===== config.mk =====
export PLATFORM = sky130hd
export DESIGN_NAME = nave_multitiro
export DESIGN_NICKNAME = d
export VERILOG_FILES = /design/src/rtl/nave_multitiro.sv
export SDC_FILE = /design/constraint.sdc
export NUM_CORES = 1
export LEC_CHECK = 0
export ABC_AREA = 1
export ABC_CLOCK_PERIOD_IN_PS = 7350
export CORE_AREA = 2 2 125 151
export DETAILED_ROUTE_END_ITERATION = 10
export DIE_AREA = 0 0 127 153
export DONT_BUFFER_PORTS = 1
export PLACE_DENSITY_LB_ADDON = 0.05
export RECOVER_POWER = 25
export REMOVE_ABC_BUFFERS = 1
export SYNTH_ARGS = -nofsm -noshare
export SYNTH_HDL_FRONTEND = slang
export SYNTH_SLANG_ARGS = --single-unit

===== constraint.sdc =====
create_clock -name CLOCK_50 -period 7.35 [get_ports CLOCK_50]
set_clock_uncertainty 0.05 [all_clocks]
set_input_delay 1.47 -clock CLOCK_50 [delete_from_list [all_inputs] [get_ports CLOCK_50]]
set_output_delay 1.47 -clock CLOCK_50 [all_outputs]
set_load 0.01 [all_outputs]

===== src/rtl/nave_multitiro.sv =====
// nave_multitiro: player ship with a pool of N_TIROS independent allied shots.
// Ship and shot motion advance once per game tick (every DIV_TICK clocks) and
// freeze while pausa is high. Shot hit strobes (acerto) act on every clock.
//
// Optional feature macro: NAVE_AUTOFIRE_EN
//   defined   -> fire request is the keysout[1] level (repeat fire on cooldown)
//   undefined -> fire request is a rising edge of keysout[1] sampled on ticks
//
// Ports:
//   CLOCK_50       system clock
//   reset          asynchronous active-high reset
//   keysout[3:0]   [0]=right, [1]=fire, [2]=left, [3] unused
//   pausa          freezes tick counter and all motion
//   reiniciarJogo  synchronous restart to reset state (highest priority)
//   acerto         per-slot hit strobe, clears that slot's ativo bit
//   largura_nave, altura_nave, raio_tiro   constant geometry
//   x_nave, y_nave                         ship top-left
//   x_tiros, y_tiros                       slot i centre at [10i+9:10i]
//   ativo                                  slot i holds a live shot
//   disparo                                one-clock pulse on shot launch
module nave_multitiro #(
  parameter int N_TIROS    = 4,
  parameter int LARGURA    = 30,
  parameter int ALTURA     = 30,
  parameter int X_INICIAL  = 350,
  parameter int Y_INICIAL  = 420,
  parameter int X_MIN      = 0,
  parameter int X_MAX      = 640,
  parameter int DIV_TICK   = 250000,
  parameter int PASSO_NAVE = 2,
  parameter int PASSO_TIRO = 4,
  parameter int RECARGA    = 20,
  parameter int RAIO       = 3
) (
  input  logic                    CLOCK_50,
  input  logic                    reset,
  input  logic [3:0]              keysout,
  input  logic                    pausa,
  input  logic                    reiniciarJogo,
  input  logic [N_TIROS-1:0]      acerto,
  output logic [9:0]              largura_nave,
  output logic [9:0]              altura_nave,
  output logic [9:0]              x_nave,
  output logic [9:0]              y_nave,
  output logic [10*N_TIROS-1:0]   x_tiros,
  output logic [10*N_TIROS-1:0]   y_tiros,
  output logic [N_TIROS-1:0]      ativo,
  output logic [9:0]              raio_tiro,
  output logic                    disparo
);

  localparam int CW = (DIV_TICK > 1) ? $clog2(DIV_TICK) : 1;
  localparam int RW = (RECARGA > 0) ? $clog2(RECARGA + 1) : 1;

  localparam logic [CW-1:0] CNT_FIM   = CW'(DIV_TICK - 1);
  localparam logic [RW-1:0] RECARGA_V = RW'(RECARGA);
  localparam logic [9:0]    X_LIM     = 10'(X_MAX - LARGURA);
  localparam logic [9:0]    X_LO      = 10'(X_MIN);
  localparam logic [9:0]    X_INI     = 10'(X_INICIAL);
  localparam logic [9:0]    Y_INI     = 10'(Y_INICIAL);
  localparam logic [9:0]    PN        = 10'(PASSO_NAVE);
  localparam logic [9:0]    PT        = 10'(PASSO_TIRO);
  localparam logic [9:0]    MEIA      = 10'(LARGURA / 2);

  logic [CW-1:0]      cnt;
  logic [RW-1:0]      recarga;
  logic               tick;
  logic               avanca;
  logic               pedido;
  logic [N_TIROS-1:0] livre;
  logic               tem_livre;
  logic               lanca;
  logic [10:0]        x_soma;
  logic [9:0]         x_prox;
  logic               unused_tecla;

`ifndef NAVE_AUTOFIRE_EN
  logic               fire_prev;
`endif

  assign largura_nave = 10'(LARGURA);
  assign altura_nave  = 10'(ALTURA);
  assign raio_tiro    = 10'(RAIO);
  assign y_nave       = Y_INI;
  assign unused_tecla = keysout[3];

  always_comb begin
    tick   = (cnt == CNT_FIM);
    avanca = tick && !pausa;

`ifdef NAVE_AUTOFIRE_EN
    pedido = keysout[1];
`else
    pedido = keysout[1] && !fire_prev;
`endif

    // One-hot pick of the lowest free slot; a slot being hit this cycle
    // is not eligible even though its ativo bit is already low.
    livre     = '0;
    tem_livre = 1'b0;
    for (int unsigned i = 0; i < N_TIROS; i++) begin
      if (!tem_livre && !ativo[i] && !acerto[i]) begin
        livre[i]  = 1'b1;
        tem_livre = 1'b1;
      end
    end
    lanca = avanca && pedido && (recarga == '0) && tem_livre;

    // Widened arithmetic so saturation never wraps at either edge.
    x_soma = {1'b0, x_nave} + {1'b0, PN};
    x_prox = x_nave;
    case ({keysout[2], keysout[0]})
      2'b01:   x_prox = (x_soma >= {1'b0, X_LIM}) ? X_LIM : x_soma[9:0];
      2'b10:   x_prox = ({1'b0, x_nave} < ({1'b0, X_LO} + {1'b0, PN})) ? X_LO : x_nave - PN;
      default: x_prox = x_nave;
    endcase
  end

  always_ff @(posedge CLOCK_50 or posedge reset) begin
    if (reset) begin
      cnt       <= '0;
      recarga   <= '0;
      x_nave    <= X_INI;
      ativo     <= '0;
      x_tiros   <= '0;
      y_tiros   <= '0;
      disparo   <= 1'b0;
`ifndef NAVE_AUTOFIRE_EN
      fire_prev <= 1'b0;
`endif
    end else if (reiniciarJogo) begin
      cnt       <= '0;
      recarga   <= '0;
      x_nave    <= X_INI;
      ativo     <= '0;
      x_tiros   <= '0;
      y_tiros   <= '0;
      disparo   <= 1'b0;
`ifndef NAVE_AUTOFIRE_EN
      fire_prev <= 1'b0;
`endif
    end else begin
      disparo <= lanca;
      if (!pausa) begin
        cnt <= tick ? '0 : cnt + CW'(1);
      end
      if (avanca) begin
        x_nave <= x_prox;
`ifndef NAVE_AUTOFIRE_EN
        fire_prev <= keysout[1];
`endif
        if (lanca) begin
          recarga <= RECARGA_V;
        end else if (recarga != '0) begin
          recarga <= recarga - RW'(1);
        end
      end
      for (int unsigned i = 0; i < N_TIROS; i++) begin
        if (acerto[i]) begin
          ativo[i] <= 1'b0;
        end else if (avanca) begin
          if (lanca && livre[i]) begin
            ativo[i]            <= 1'b1;
            x_tiros[10*i +: 10] <= x_nave + MEIA;
            y_tiros[10*i +: 10] <= Y_INI;
          end else if (ativo[i]) begin
            // Retire instead of stepping below zero.
            if (y_tiros[10*i +: 10] < PT) begin
              ativo[i] <= 1'b0;
            end else begin
              y_tiros[10*i +: 10] <= y_tiros[10*i +: 10] - PT;
            end
          end
        end
      end
    end
  end

endmodule


==> results.md <==
- CP Capture Type: async pin
- Slowest CP cell: clkinvlp_2
- First-iteration detailed-routing DRC count: 276
- GRT Util Overall: 19.14%
- Synth top area share: 37.02%
- Sequential fraction of the synthesis area: 39.26%
- Root Buffer: clkbuf_16
- Share of cells above drive strength 1: 11.96%
- Rel. slew slack: -96.64%
- Failing checks: capacitance limit, slew limit
- Main area contributors after synthesis: dfrtp_1 (37%), nand2_1 (11%), nand3_1 (5.8%)
- WP data required: 7760 ps
- Worst stage delay on the critical path: 1620 ps
- Clock sinks: 110
- Largest net degree at the start of global routing: 67
- Core Util, Final: 40.64%
- Area of the core: 17,970 um2
- Outcome: complete, but fails checks
- FFs w/ async S/R, synth: 100.0%
- Vias in the first global route: 5,503
- WL final: 18,520 um
- Distinct cells, synth: 48
- Post-Syn Area: 7030 um2
- Clock power frac: 34.9%
- Period Utilization, post-route: 47.38%
- Global-route wire length before repair: 29,680 um
- Clock Tree Buf Depth: 2
- Sequential power share: 47.9%
- Post-Syn Area per Cell: 7.743 um2
- Min-delay src: recarga[1]$_DFFE_PP0P_
- Final setup vio count: 0
- Clk_lat worst skew: 360 ps
- Worst reg-to-reg setup slack: 4850 ps
- Reg2reg path depth: 8
- Drc violations: 0
- RSZ-0062 raised after global routing: false
- Hold_buf cts: 0
- Post-DP HPWL: 13,660 um
- H-tree levels: 3
- Ant. Diodes: 0
- Critical path, cell by cell: clkinvlp_2 > buf_4
- Number of synthesized register bits: 110
- Worst-path clk slew: 80 ps
- Hold Fails Final Rpt: 0
- Max-slew violations: 67
- Total CTS buffers: 9
- Post-CTS setup buffers: 0
- Ys Warns: 0
- Syn Inst Count: 908
- Leakage dissipation: 3.606 nW
- Peak supply drop: 0.1237 mV
- Total internal power: 0.9800 mW
- Synth-to-layout area growth: 3.898%
- Fmax: 0.2872 GHz
- Gpl congestion: 0.9083
- Number of cell rows: 54
- Hold depth: 2
- CP startpoint kind: input port
- Commonest non-fill, non-tap cell in the layout: nand2_1
- Num ports: 147
- Post-route ant nets: 0
- Main synth FF type: dfrtp_1
- Via count: 5,722
- Die Y: 153 um
- Initial core utilization: 39.12%
- Combinational share of power: 17.1%
- Top cell family by delay on the critical path: buffers and inverters
- Worst path arrival time: 3890 ps
- Post_cts resized: 0
- Setup TNS: 0 ps
- CP Max Fanout: 66
- Critical path class: in -> async
- Worst r2r src: ativo[0]$_DFFE_PP0P_
- Initial antenna violation count: 0
- Min Tclk post-route: 3482 ps
- Slew @ Worst Pin: 2933 ps
- Final #Nets: 919
- Number of flops mapped to enable cells by yosys: 0
- FF-to-FF End: y_tiros[6]$_DFFE_PP0P_
- Bufs and invs on worst path: 2
- Area leader, netlist: dfrtp_1
- TritonCTS clock tree: yes
- Most frequent cells in the layout: nand2_1 (207), dfrtp_1 (104), nor2_1 (102), nand3_1 (83), inv_1 (80)
- Total of max-cap violations: 1
- Global route overflow: 0
- Die span in x: 127 um
- Hold Path End: recarga[1]$_DFFE_PP0P_
- WL/cell: 16.44 um
- Drt first pass iters: 5
- Switching Share: 34.06%
- Net switching power: 0.5062 mW
- Type of the worst min-delay path: reg -> reg
- Vias per cell: 5.077
- PortBufs: 0
- PD cells: 203.5 nW/um2
- Die Area: 19,430 um2
## power by group through the flow
stage	clock, mW	sequential [mW]	combinational [mW]
2_1_floorplan	0	0.708	0.210
3_3_place_gp	0	0.724	0.251
3_5_place_dp	0	0.725	0.256
4_1_cts	0.537	0.713	0.258
5_1_grt	0.559	0.720	0.296
6_report	0.519	0.713	0.254
## routing by layer
layer	share of wire, %	GRT usage, %	routed length (um)
met1	42	22.82	7870
met2	52	34.36	9650
met4	1.3	6.384	240
met5	0	0	0
met3	4.1	3.710	762
## how the worst max path moves through the flow
stage               from                endpoint  cells past startpoint
6_report           reset  y_tiros[6]$_DFFE_PP0P_                      2
3_3_place_gp   acerto[0]  y_tiros[6]$_DFFE_PP0P_                      8
3_5_place_dp   acerto[0]  y_tiros[6]$_DFFE_PP0P_                      8
2_1_floorplan      reset    ativo[0]$_DFFE_PP0P_                      1
4_1_cts        acerto[0]  y_tiros[6]$_DFFE_PP0P_                      8
5_1_grt            reset     cnt[17]$_DFFE_PP0P_                      2
## layout make-up
type / instances / area (um2)
Fill cell: 1898 / 10670
Multi-Input combinational cell: 681 / 3573
Sequential cell: 110 / 2760
Inverter: 94 / 354.1
Tap cell: 224 / 280.3
Clock buffer: 9 / 225.2
Clock inverter: 7 / 96.34
Timing Repair Buffer: 2 / 15.01
## Yosys cell counts (7+ instances only)
master and n:
nand2_4 7, o21ai_0 21, nor2_2 8, ha_1 9
buf_6 7, nor2_1 102, nand2_2 13, a21oi_2 7
nand2_1 207, nor2_4 7, a21oi_1 16, xor2_1 16
dfrtp_1 104, xnor2_1 10, nand4_1 34, inv_1 82
o21ai_2 8, buf_4 50, inv_2 11, buf_2 10
o21ai_1 25, nand3_1 82, nor3_1 13
## flip-flops by register name (all words and copies together), names as in the netlist
signal and cells:
disparo 1, cnt 18, fire_prev 1, recarga 5, x_tiros 40, ativo 4
x_nave 9, y_tiros 32
## metrics by stage
step / hold WS [ps] / setup slack [ps] / area [um2] / power (mW) / std cells
6_report: 442.1 / 3868 / 7305 / 1.486 / 1127
5_1_grt: 484.4 / 3305 / 7305 / 1.575 / 1127
4_1_cts: 442.5 / 4357 / 7311 / 1.508 / 1127
3_5_place_dp: 416.8 / 3965 / 6989 / 0.9810 / 1111
3_3_place_gp: 407.5 / 3983 / 6989 / 0.9751 / 1111
2_1_floorplan: 391.9 / 2938 / 6691 / 0.9186 / 885
## kinds of logic (layout without fill, tap and decap cells)
kind of cell,after synthesis,in the layout,share of synthesized area (%)
buffers and inverters,164,112,12.35
AND/OR/NAND/NOR,499,499,34.78
flip-flops,110,110,39.26
other,2,49,0.1068
adder cells (fa/ha/maj),9,9,1.602
AO/OA/AOI/OAI,98,98,8.667
XOR/XNOR,26,26,3.239
(Power assumes the default switching activity.)
